--- src/rtl/cla_multiword_adder_ctrl.sv ---
// cla_multiword_adder_ctrl
//   Adds two WIDTH-bit operands with a single 4-bit carry-look-ahead slice.
//   The slice is reused over NIB = WIDTH/4 cycles, least significant nibble
//   first. The carry between nibbles is held in a register.
//   A valid/ready handshake is used on both the request side and the result side.
//
// Ports
//   clk        rising-edge clock
//   rst        asynchronous active-high reset
//   in_valid   request valid (a, b, cin)
//   in_ready   block idle and able to accept a request
//   a, b       WIDTH-bit operands
//   cin        carry into nibble 0
//   out_valid  result valid (sum, cout, ovf)
//   out_ready  consumer accepts the result
//   sum        a + b + cin modulo 2^WIDTH
//   cout       carry out of bit WIDTH-1
//   ovf        two's-complement overflow
//   busy       operation in flight or result waiting to be taken

module carry_look_ahead_adder (
  input  logic [3:0] A,
  input  logic [3:0] B,
  input  logic       Cin,
  output logic [3:0] S,
  output logic       Cout
);

  logic [3:0] w_g;
  logic [3:0] w_p;
  logic [4:0] w_c;

  assign w_g = A & B;
  assign w_p = A ^ B;

  // Every carry is expanded directly from generate/propagate and Cin.
  // This keeps the carries from rippling inside the slice.
  assign w_c[0] = Cin;
  assign w_c[1] = w_g[0] | (w_p[0] & Cin);
  assign w_c[2] = w_g[1] | (w_p[1] & w_g[0]) | (w_p[1] & w_p[0] & Cin);
  assign w_c[3] = w_g[2] | (w_p[2] & w_g[1]) | (w_p[2] & w_p[1] & w_g[0])
                | (w_p[2] & w_p[1] & w_p[0] & Cin);
  assign w_c[4] = w_g[3] | (w_p[3] & w_g[2]) | (w_p[3] & w_p[2] & w_g[1])
                | (w_p[3] & w_p[2] & w_p[1] & w_g[0])
                | (w_p[3] & w_p[2] & w_p[1] & w_p[0] & Cin);

  assign S    = w_p ^ w_c[3:0];
  assign Cout = w_c[4];

endmodule

module cla_multiword_adder_ctrl #(
  parameter int unsigned WIDTH = 16
) (
  input  logic             clk,
  input  logic             rst,
  input  logic             in_valid,
  output logic             in_ready,
  input  logic [WIDTH-1:0] a,
  input  logic [WIDTH-1:0] b,
  input  logic             cin,
  output logic             out_valid,
  input  logic             out_ready,
  output logic [WIDTH-1:0] sum,
  output logic             cout,
  output logic             ovf,
  output logic             busy
);

  localparam int unsigned NIB  = WIDTH / 4;
  localparam int unsigned IDXW = (NIB > 1) ? $clog2(NIB) : 1;

  localparam logic [1:0] S_IDLE = 2'd0;
  localparam logic [1:0] S_RUN  = 2'd1;
  localparam logic [1:0] S_DONE = 2'd2;

  logic [1:0]       r_state;
  logic [WIDTH-1:0] r_a;
  logic [WIDTH-1:0] r_b;
  logic [WIDTH-1:0] r_sum;
  logic             r_cout;
  logic             r_ovf;
  logic             r_carry;
  logic [IDXW-1:0]  r_idx;

  logic [3:0]       w_nib_a;
  logic [3:0]       w_nib_b;
  logic [3:0]       w_s;
  logic             w_cout;
  logic             w_last;

  // Nibble select is written as a decoded mux rather than a variable part-select.
  // This keeps the index arithmetic within the width of r_idx.
  always_comb begin
    w_nib_a = '0;
    w_nib_b = '0;
    for (int unsigned n = 0; n < NIB; n++) begin
      if (r_idx == IDXW'(n)) begin
        w_nib_a = r_a[4*n +: 4];
        w_nib_b = r_b[4*n +: 4];
      end
    end
  end

  carry_look_ahead_adder u_cla (w_nib_a, w_nib_b, r_carry, w_s, w_cout);

  assign w_last = (r_idx == IDXW'(NIB - 1));

  always_ff @(posedge clk or posedge rst) begin
    if (rst) begin
      r_state <= S_IDLE;
      r_a     <= '0;
      r_b     <= '0;
      r_sum   <= '0;
      r_cout  <= 1'b0;
      r_ovf   <= 1'b0;
      r_carry <= 1'b0;
      r_idx   <= '0;
    end else begin
      case (r_state)
        S_IDLE: begin
          if (in_valid) begin
            r_a     <= a;
            r_b     <= b;
            r_carry <= cin;
            r_idx   <= '0;
            r_sum   <= '0;
            r_state <= S_RUN;
          end
        end
        S_RUN: begin
          for (int unsigned n = 0; n < NIB; n++) begin
            if (r_idx == IDXW'(n)) r_sum[4*n +: 4] <= w_s;
          end
          r_carry <= w_cout;
          r_idx   <= r_idx + 1'b1;
          if (w_last) begin
            r_cout  <= w_cout;
            // The final sum MSB is bit 3 of the nibble being written in this cycle.
            r_ovf   <= (r_a[WIDTH-1] == r_b[WIDTH-1]) && (w_s[3] != r_a[WIDTH-1]);
            r_state <= S_DONE;
          end
        end
        S_DONE: begin
          if (out_ready) r_state <= S_IDLE;
        end
        default: r_state <= S_IDLE;
      endcase
    end
  end

  assign in_ready  = (r_state == S_IDLE);
  assign out_valid = (r_state == S_DONE);
  assign busy      = (r_state != S_IDLE);
  assign sum       = r_sum;
  assign cout      = r_cout;
  assign ovf       = r_ovf;

endmodule

--- config.mk ---
export PLATFORM = sky130hd
export DESIGN_NAME = cla_multiword_adder_ctrl
export DESIGN_NICKNAME = d
export VERILOG_FILES = /design/src/rtl/cla_multiword_adder_ctrl.sv
export SDC_FILE = /design/constraint.sdc
export NUM_CORES = 1
export LEC_CHECK = 0
export CAP_MARGIN = 25
export CORE_UTILIZATION = 46
export DETAILED_ROUTE_END_ITERATION = 10
export PLACE_DENSITY = 0.87
export SLEW_MARGIN = 20
export SYNTH_ARGS = -nofsm -noshare
export SYNTH_HDL_FRONTEND = slang
export SYNTH_HIERARCHICAL = 1
export SYNTH_SLANG_ARGS = --single-unit
--- constraint.sdc ---
create_clock -name clk -period 2.7 [get_ports clk]
set_input_delay 0.675 -clock clk [delete_from_list [all_inputs] [get_ports clk]]
set_output_delay 0.675 -clock clk [all_outputs]
set_load 0.03 [all_outputs]
==> flow_summary.toml, run 1 <==
[yosys]
avgSynthCellArea_um2 = 12.3
yosysMostFrequentCell = "dfrtp_1"
synthDominantCellAreaShare = 0.515
netlist_top_cells_count = "55 x dfrtp_1, 28 x a22o_1, 28 x mux2_2, 13 x inv_1, 12 x nor2_1"
ys_async_sr_fraction = 1.00
yosys.area.top_type = "dfrtp_1"
syn_inst = 218
syn-num-nets = 264
synth-seq-area-share = 0.515
ys_seq_elements = 55
synth_top_flop_cell = "dfrtp_1"
synth_edf_count = 0
synth_area_um2 = 2670
synth_cell_types = 28
yosys_warnings = 6
synth_area_leaders = "dfrtp_1 52%, mux2_2 12%, a22o_1 9.2%"

[timing]
tightest_slew_ns = 0.673
fmax_ghz = 0.359
finalSetupTns_ns = -0.298
period_share = 1.03
holdWs_ns = 0.503
skew_ns = 0.00914
max_slew_margin = 0.551
finalSetupViolations = 6
maxSlewViolCount = 0
grt_setup_unrepaired = "true"
period_needed_ns = 2.78
finalWorstSetupSlack_ns = -0.0834
hold_viol = 0

[final_layout]
stdcell_area_um2 = 3690
antenna_cells = 0
areaGrowthSynthToFinish_pct = 38.1
drive_gt1_frac = 0.297
multi_input_area_um2 = 1290
regArea_um2 = 1380
fin_nets = 341
fillers = 422
post-route-util = 0.666

[detailed_routing]
dr_total_vias = 2020
firstDrtPassIters = 4
routedWlPerCell_um = 16.1
postRouteAntennaNets = 0
drc = 0
via_per_inst = 5.49
drt_wl_total_um = 5910
drt_iter0_markers = 90

[power_and_ir_drop]
vdd_ir_drop_max_v = 0.000690
p_leak_nw = 1.63
p_sw_frac = 0.409
switching_power_mw = 2.35
p_comb_frac = 0.660
p_total_mw = 5.75
clock_power_share = 0.079
seq_power_share = 0.261
p_per_area_nw_per_um2 = 1560
p_int_mw = 3.40

[worst_setup_path]
path_max_fanout = 8
crit_path_max_incr_delay_ns = 0.40
required_ns = 2.91
cp-start-kind = "flop"
slowest_stage = "dfrtp_1"
crit_type = "flop to flop"
endpoint_kind = "flop"
crit_chain = "inv_2 -> ha_2 -> nor2b_4 -> a221oi_2 -> o31ai_2 -> ha_1 -> a21o_1 -> a31o_1 -> xor2_2 -> buf_4 -> a22o_1 -> a22o_1"
arrival_ns = 3.00
cp_common_cell = "a22o_1"

[min_path]
hp-class = "flop to flop"

[grt]
grt_use_total = 0.205
grt_pass1_vias = 2044
grt-ovfl-total = 0
grt_pass1_wl_um = 9730
antenna_found_initial = 0
grt_start_max_net_pins = 56

[clock_network]
htreeDepth = 2
cts_tree = "done"
cts_hold_buf = 0
cts.sinks = 55
clk_pin_slew_ns = 0.10
cts_root_buffer = "clkbuf_8"
clk_latency_ns = 0.31
cts_buffer_depth = 2
cts_made_buffers = 5

[floorplanning]
die_w_um = 78.2
rows = 27
io-pin-count = 58
start_util = 0.482
coreArea_um2 = 5540
die_area_um2 = 6120
die_h_um = 78.2

[placed_design]
hpwl_um = 4390
postPlaceCellArea_um2 = 3430
portBuffers = 57
place.gp.congestion = 0.834

[status]
status = "finished with violations"
violations = "negative setup slack"

[run]
drv_cap = 0
[layout make-up]
cell class                      count  area share
Inverter                           13      0.0139
Multi-Input combinational cell    136       0.351
Tap cell                           72      0.0244
Clock inverter                      3     0.00509
Timing Repair Buffer               84       0.214
Sequential cell                    55       0.373
Clock buffer                        5      0.0187
[registers in the layout (all words and copies together) (netlist names)]
register	count
sum	16
cout	1
r_a	16
ovf	1
r_state	2
r_carry	1
r_idx	2
r_b	16
[path summary, 6_finish.rpt]
check | startpoint | to | slack (ns) | cells past startpoint
max | r_idx[1]$_DFFE_PP0P_ | sum[7]$_DFFE_PP0P_ | -0.08 | 12
max in group asynchronous | rst | r_state[0]$_DFFE_PP0P_ | 1.39 | 3
min | sum[15]$_DFFE_PP0P_ | sum[15]$_DFFE_PP0P_ | 0.50 | 1
min in group asynchronous | rst | sum[10]$_DFFE_PP0P_ | 0.86 | 3
max reg2reg | r_idx[1]$_DFFE_PP0P_ | sum[7]$_DFFE_PP0P_ | -0.08 | 12
min reg2reg | sum[15]$_DFFE_PP0P_ | sum[15]$_DFFE_PP0P_ | 0.50 | 1
[power by group through the flow]
stage,Sequential [mW],Clock [mW],Combinational [mW]
finish,1.50,0.453,3.80
global placement,1.48,0,3.05
global route,1.54,0.506,4.07
detailed placement,1.50,0,3.18
CTS,1.49,0.463,3.36
floorplan,1.55,0,2.00
[kinds of logic (layout without fill, tap and decap cells)]
kind of cell               Yosys count  in the layout  synth area share
AOI/OAI and AO/OA                   58             58             0.177
xor gates and xnor gates             3              3           0.00984
adders and majority gates            9              9            0.0450
buffers and inverters               27            105            0.0520
DFF                                 55             55             0.515
muxes                               33             33             0.139
and+or+nand+nor                     33             33            0.0623
[layout by cell type (no fill, tap or decap), types with 2 or more instances in the layout]
| cell type | Yosys | routed |
|---|---|---|
| ha_1 | 8 | 4 |
| mux2_2 | 28 | 28 |
| o31ai_1 | 8 | 4 |
| a22o_1 | 28 | 28 |
| a21oi_1 | 3 | 2 |
| nand2_1 | 11 | 11 |
| mux2_1 | 5 | 5 |
| ha_4 | 0 | 2 |
| buf_4 | 0 | 25 |
| inv_1 | 13 | 9 |
| clkdlybuf4s50_1 | 0 | 57 |
| dfrtp_1 | 55 | 55 |
| clkinv_2 | 0 | 2 |
| nor2_1 | 12 | 12 |
| a221oi_1 | 8 | 2 |
| a221oi_2 | 0 | 6 |
| and3b_1 | 2 | 2 |
| ha_2 | 0 | 2 |
| a21o_1 | 4 | 4 |
| nor2b_1 | 6 | 5 |
| inv_2 | 0 | 3 |
| o31ai_2 | 0 | 4 |
| clkbuf_8 | 0 | 5 |
[timing repair]
action | in CTS | in global routing
gates cloned | 0 | 0
buffers inserted | 3 | 4
pin swaps | 12 | 13
endpoints found under the hold margin | 0 | 0
resized for setup | 15 | 12
setup endpoints to repair | 13 | 17
[metrics by stage]
stage | setup slack, ns | instances
floorplan | 0.00121 | 218
global placement | -0.0437 | 354
detailed placement | -0.208 | 354
CTS | -0.0835 | 364
global route | -0.218 | 368
finish | -0.0834 | 368
[layer usage]
layer	global-route usage	vias to the layer above	wire, um
li1	-	946	-
met1	0.262	998	2430
met2	0.343	64	3050
met3	0.0523	12	317
met4	0.0593	0	119
met5	0	-	0
[critical path: cells and delay by family, from the launching register on]
family                   cells  cell delay (ns)
XOR/XNOR                     1             0.19
flip-flops                   1             0.40
buffers and inverters        2             0.22
adder cells (fa/ha/maj)      2             0.49
AO/OA/AOI/OAI                6             1.13
AND/OR/NAND/NOR              1             0.26
(Power assumes the default switching activity.)
==> run 2, diff against run 1 <==
--- a/config.mk
+++ b/config.mk
@@ -9,6 +9,7 @@
 export CORE_UTILIZATION = 46
 export DETAILED_ROUTE_END_ITERATION = 10
 export PLACE_DENSITY = 0.87
+export SKIP_CTS_REPAIR_TIMING = 1
 export SLEW_MARGIN = 20
 export SYNTH_ARGS = -nofsm -noshare
 export SYNTH_HDL_FRONTEND = slang
==> flow_summary.toml, run 2 (same netlist as run 1, synthesis figures left out) <==
[floorplanning]
rows = 27
die_area_um2 = 6120
die_w_um = 78.2
start_util = 0.482
die_h_um = 78.2
coreArea_um2 = 5540
io-pin-count = 58

[clock_network]
cts_buffer_depth = 2
htreeDepth = 2
cts_tree = "done"
clk_latency_ns = 0.31
cts_root_buffer = "clkbuf_8"
clk_pin_slew_ns = 0.10
cts_made_buffers = 5
cts.sinks = 55

[placed_design]
place.gp.congestion = 0.834
hpwl_um = 4390
portBuffers = 57

[final_layout]
areaGrowthSynthToFinish_pct = 37.9
antenna_cells = 0
layout.cells.most_common_list = "57 x clkdlybuf4s50_1, 54 x dfrtp_1, 28 x a22o_1"
fin_nets = 337
drive_gt1_frac = 0.284
layout_commonest_cell = "clkdlybuf4s50_1"

[grt]
grt_start_max_net_pins = 56
grt-ovfl-total = 0
grt_use_total = 0.203
grt_pass1_wl_um = 9660
antenna_found_initial = 0
grt_pass1_vias = 2019

[worst_setup_path]
reg2reg_slack_ns = -0.12
endpoint_kind = "flop"
arrival_ns = 3.03
rr_endpoint = "sum[11]$_DFFE_PP0P_"
r2r-start = "r_idx[0]$_DFFE_PP0P_"
path_delay_family = "compound AO/OA/AOI/OAI gates"
cp_common_cell = "a22o_1"
slowest_stage = "dfrtp_2"
crit_chain = "inv_4 -> ha_4 -> nor2b_4 -> buf_6 -> a221oi_2 -> o31ai_2 -> ha_1 -> a21o_1 -> a31o_1 -> xor2_2 -> buf_4 -> a22o_1 -> a22o_1"
crit_type = "flop to flop"
cp.buffers_inverters = 3
required_ns = 2.91
r2r_cells = 13
cp-start-kind = "flop"
path_max_fanout = 8
crit_path_max_incr_delay_ns = 0.47

[detailed_routing]
drt_iter0_markers = 63
routedWlPerCell_um = 16.1
via_per_inst = 5.52
drt_wl_total_um = 5870
drc = 0
postRouteAntennaNets = 0
firstDrtPassIters = 4
dr_total_vias = 2008

[timing]
period_share = 1.05
fmax_ghz = 0.354
hold_viol = 0
maxSlewViolCount = 0
tightest_slew_ns = 0.665
period_needed_ns = 2.82
max_slew_margin = 0.556
finalWorstSetupSlack_ns = -0.122
finalSetupTns_ns = -0.656
skew_ns = 0.0122
grt_setup_unrepaired = "true"
finalSetupViolations = 7

[run]
drv_cap = 0

[status]
violations = "negative setup slack"
status = "finished with violations"

[min_path]
hp-class = "flop to flop"
min_delay_path_depth = 1
hold_end = "r_a[11]$_DFFE_PP0P_"
worstHoldStart = "r_a[11]$_DFFE_PP0P_"

[power_and_ir_drop]
p_leak_nw = 1.61
p_total_mw = 5.63
vdd_ir_drop_max_v = 0.000757
p_per_area_nw_per_um2 = 1530
-- run 2: cell count changes in the layout (fill, tap and decap cells not counted), moves of 2 or more --
| cell | previous run | this run |
|---|---|---|
| buf_4 | 25 | 20 |
| a221oi_2 | 6 | 2 |
| o31ai_2 | 4 | 1 |
| a221oi_1 | 2 | 4 |
| a221oi_4 | 0 | 2 |
| o31ai_1 | 4 | 6 |
-- run 2: worst max path at each step --
| stage | start | end | slack, ns | depth (start not counted) |
|---|---|---|---|---|
| 3_3_place_gp | r_idx[0]$_DFFE_PP0P_ | ovf$_DFFE_PP0P_ | -0.04 | 13 |
| 5_1_grt | r_idx[0]$_DFFE_PP0P_ | sum[11]$_DFFE_PP0P_ | -0.27 | 13 |
| 6_report | r_idx[0]$_DFFE_PP0P_ | sum[11]$_DFFE_PP0P_ | -0.12 | 13 |
| 2_1_floorplan | r_idx[0]$_DFFE_PP0P_ | ovf$_DFFE_PP0P_ | 0.001 | 14 |
| 4_1_cts | r_idx[1]$_DFFE_PP0P_ | ovf$_DFFE_PP0P_ | -0.24 | 12 |
| 3_5_place_dp | r_idx[1]$_DFFE_PP0P_ | ovf$_DFFE_PP0P_ | -0.21 | 12 |
-- run 2: final cells by class --
class / count / area [um^2]
Multi-Input combinational cell: 136 / 1320
Inverter: 13 / 51.3
Fill cell: 416 / 1860
Sequential cell: 55 / 1380
Timing Repair Buffer: 80 / 763
Clock inverter: 3 / 18.8
Clock buffer: 5 / 68.8
Tap cell: 72 / 90.1
-- run 2: layer usage --
metal  share of wire  up-vias  track usage  wire [um]
met5               0        -            0          0
met4           0.030        0       0.0648        177
met3           0.047       17       0.0523        277
met2            0.49       67        0.333       2900
met1            0.43      984        0.264       2510
li1                -      940            -          -
-- run 2: per-stage QoR --
| step | cell area [um^2] | setup WS [ns] | instances | hold WS [ns] | util |
|---|---|---|---|---|---|
| 6_report | 3680 | -0.122 | 364 | 0.502 | 0.665 |
| 5_1_grt | 3680 | -0.270 | 364 | 0.524 | 0.665 |
| 4_1_cts | 3510 | -0.243 | 362 | 0.510 | 0.634 |
| 3_5_place_dp | 3430 | -0.208 | 354 | 0.490 | 0.618 |
| 3_3_place_gp | 3430 | -0.0437 | 354 | 0.487 | 0.618 |
| 2_1_floorplan | 2700 | 0.00121 | 218 | 0.458 | - |
-- run 2: power breakdown --
group	internal, mW	switching [mW]
combinational	1.93	1.74
sequential	1.20	0.310
clock	0.183	0.268
total	3.31	2.32
-- run 2: worst register-to-register path, cell delays in order, from the launching register on --
cell      delay [ns]
dfrtp_2         0.47
inv_4           0.10
ha_4            0.14
nor2b_4         0.14
buf_6           0.15
a221oi_2        0.07
o31ai_2         0.31
ha_1            0.28
a21o_1          0.17
a31o_1          0.22
xor2_2          0.16
buf_4           0.15
a22o_1          0.17
a22o_1          0.18
==> run 3, diff against run 2 <==
--- a/config.mk
+++ b/config.mk
@@ -8,6 +8,7 @@
 export CAP_MARGIN = 25
 export CORE_UTILIZATION = 46
 export DETAILED_ROUTE_END_ITERATION = 10
+export GPL_TIMING_DRIVEN = 0
 export PLACE_DENSITY = 0.87
 export SKIP_CTS_REPAIR_TIMING = 1
 export SLEW_MARGIN = 20
==> flow_summary.toml, run 3 (same netlist as run 1, synthesis figures left out) <==
[detailed_routing]
drt_wl_total_um = 6160
via_per_inst = 5.63
routedWlPerCell_um = 16.9
drc = 0
dr_total_vias = 2056
postRouteAntennaNets = 0
firstDrtPassIters = 4
drt_iter0_markers = 137

[timing]
max_slew_margin = 0.626
fmax_ghz = 0.346
finalWorstSetupSlack_ns = -0.190
period_share = 1.07
period_needed_ns = 2.89
holdWs_ns = 0.507
hold_viol = 0
tightest_slew_ns = 0.557
maxSlewViolCount = 0
skew_ns = 0.0104
finalSetupViolations = 17
grt_setup_unrepaired = "true"

[worst_setup_path]
reg2reg_slack_ns = -0.19
endpoint_kind = "flop"
arrival_ns = 3.09
required_ns = 2.90
r2r_cells = 12
path_max_fanout = 10
cp-start-kind = "flop"
r2r-start = "r_idx[0]$_DFFE_PP0P_"
cp-startpoint = "r_idx[0]$_DFFE_PP0P_"
crit_type = "flop to flop"
rr_endpoint = "ovf$_DFFE_PP0P_"
cp-endpoint = "ovf$_DFFE_PP0P_"

[status]
violations = "negative setup slack"
status = "finished with violations"

[power_and_ir_drop]
p_leak_nw = 1.67
switching_power_mw = 2.43
p_per_area_nw_per_um2 = 1520
p_int_mw = 3.27
p_sw_frac = 0.427
vdd_ir_drop_max_v = 0.000742
seq_power_share = 0.261
p_comb_frac = 0.656
clock_power_share = 0.083

[final_layout]
drive_gt1_frac = 0.287
fin_nets = 338
antenna_cells = 0
layout.cells.most_common_list = "55 x dfrtp_1, 55 x clkdlybuf4s50_1, 28 x a22o_1, 28 x mux2_2, 12 x nor2_1"
post-route-util = 0.677
areaGrowthSynthToFinish_pct = 40.3

[grt]
top_usage_layer = "met2"
met2_usage = 0.350
grt_pass1_vias = 2036
grt_start_max_net_pins = 34
grt_pass1_wl_um = 9530
grt_use_total = 0.205
gr-usage-met3 = 0.0500
antenna_found_initial = 0
grt-ovfl-total = 0
met1_usage = 0.250

[placed_design]
place.gp.congestion = 0.804
place_ws_ns = -0.436
portBuffers = 57
hpwl_um = 4340

[clock_network]
clk_latency_ns = 0.31
clk_pin_slew_ns = 0.10
cts_buffer_depth = 2
cts.sinks = 55
cts_made_buffers = 5
htreeDepth = 2
cts_tree = "done"
cts_root_buffer = "clkbuf_8"

[floorplanning]
die_h_um = 78.2
start_util = 0.482
coreArea_um2 = 5540
die_area_um2 = 6120
rows = 27
die_w_um = 78.2
io-pin-count = 58

[min_path]
min_delay_path_depth = 1
hp-class = "flop to flop"

[run]
drv_cap = 0
==> run 3: power groups by stage <==
| stage | combinational, mW | clock [mW] | sequential (mW) |
|---|---|---|---|
| 5_1_grt | 4.00 | 0.535 | 1.53 |
| 3_3_place_gp | 2.82 | 0 | 1.44 |
| 3_5_place_dp | 2.94 | 0 | 1.46 |
| 4_1_cts | 2.96 | 0.482 | 1.44 |
| 6_report | 3.74 | 0.476 | 1.49 |
| 2_1_floorplan | 2.00 | 0 | 1.55 |
==> run 3: layer usage <==
| metal | vias up | routed length [um] |
|---|---|---|
| met5 | - | 0 |
| met1 | 1026 | 2590 |
| met3 | 12 | 292 |
| met2 | 77 | 3150 |
| li1 | 941 | - |
| met4 | 0 | 127 |
==> run 3: per-stage QoR <==
stage                     instance area [um^2]  setup TNS [ns]  power (mW)  instances
final                                     3750           -1.80        5.70        365
after global routing                      3750           -3.37        6.06        365
after CTS                                 3470           -4.92        4.89        356
after detailed placement                  3380           -4.55        4.40        348
after global placement                    3360          -15.86        4.26        347
after floorplan                           2700               0        3.56        218
==> run 3: worst min path at each step <==
stage / startpoint / end / slack, ns
floorplan: r_a[12]$_DFFE_PP0P_ / r_a[12]$_DFFE_PP0P_ / 0.46
global placement: r_b[0]$_DFFE_PP0P_ / r_b[0]$_DFFE_PP0P_ / 0.47
detailed placement: r_b[0]$_DFFE_PP0P_ / r_b[0]$_DFFE_PP0P_ / 0.48
CTS: r_b[0]$_DFFE_PP0P_ / r_b[0]$_DFFE_PP0P_ / 0.50
global route: r_a[10]$_DFFE_PP0P_ / r_a[10]$_DFFE_PP0P_ / 0.53
finish: r_a[11]$_DFFE_PP0P_ / r_a[11]$_DFFE_PP0P_ / 0.51
==> run 3: worst max-delay path: stages, from the launching register on <==
cell      delay, ns
dfrtp_1        0.45
buf_6          0.14
ha_4           0.16
buf_4          0.20
a221oi_4       0.31
o31ai_1        0.12
ha_1           0.36
a21o_1         0.21
a31o_4         0.23
xor2_4         0.22
and3b_1        0.22
a21oi_2        0.09
a21oi_1        0.06
==> run 3: cell type report <==
class                   count  area, um^2
plain buffers              14         124
clock buffers               7        86.3
clock inverters             1        8.76
fillers                   399        1790
inverters                  13        48.8
multi-input cells         136        1340
flip-flops and latches     55        1380
well taps                  72        90.1
repair buffers             67         679
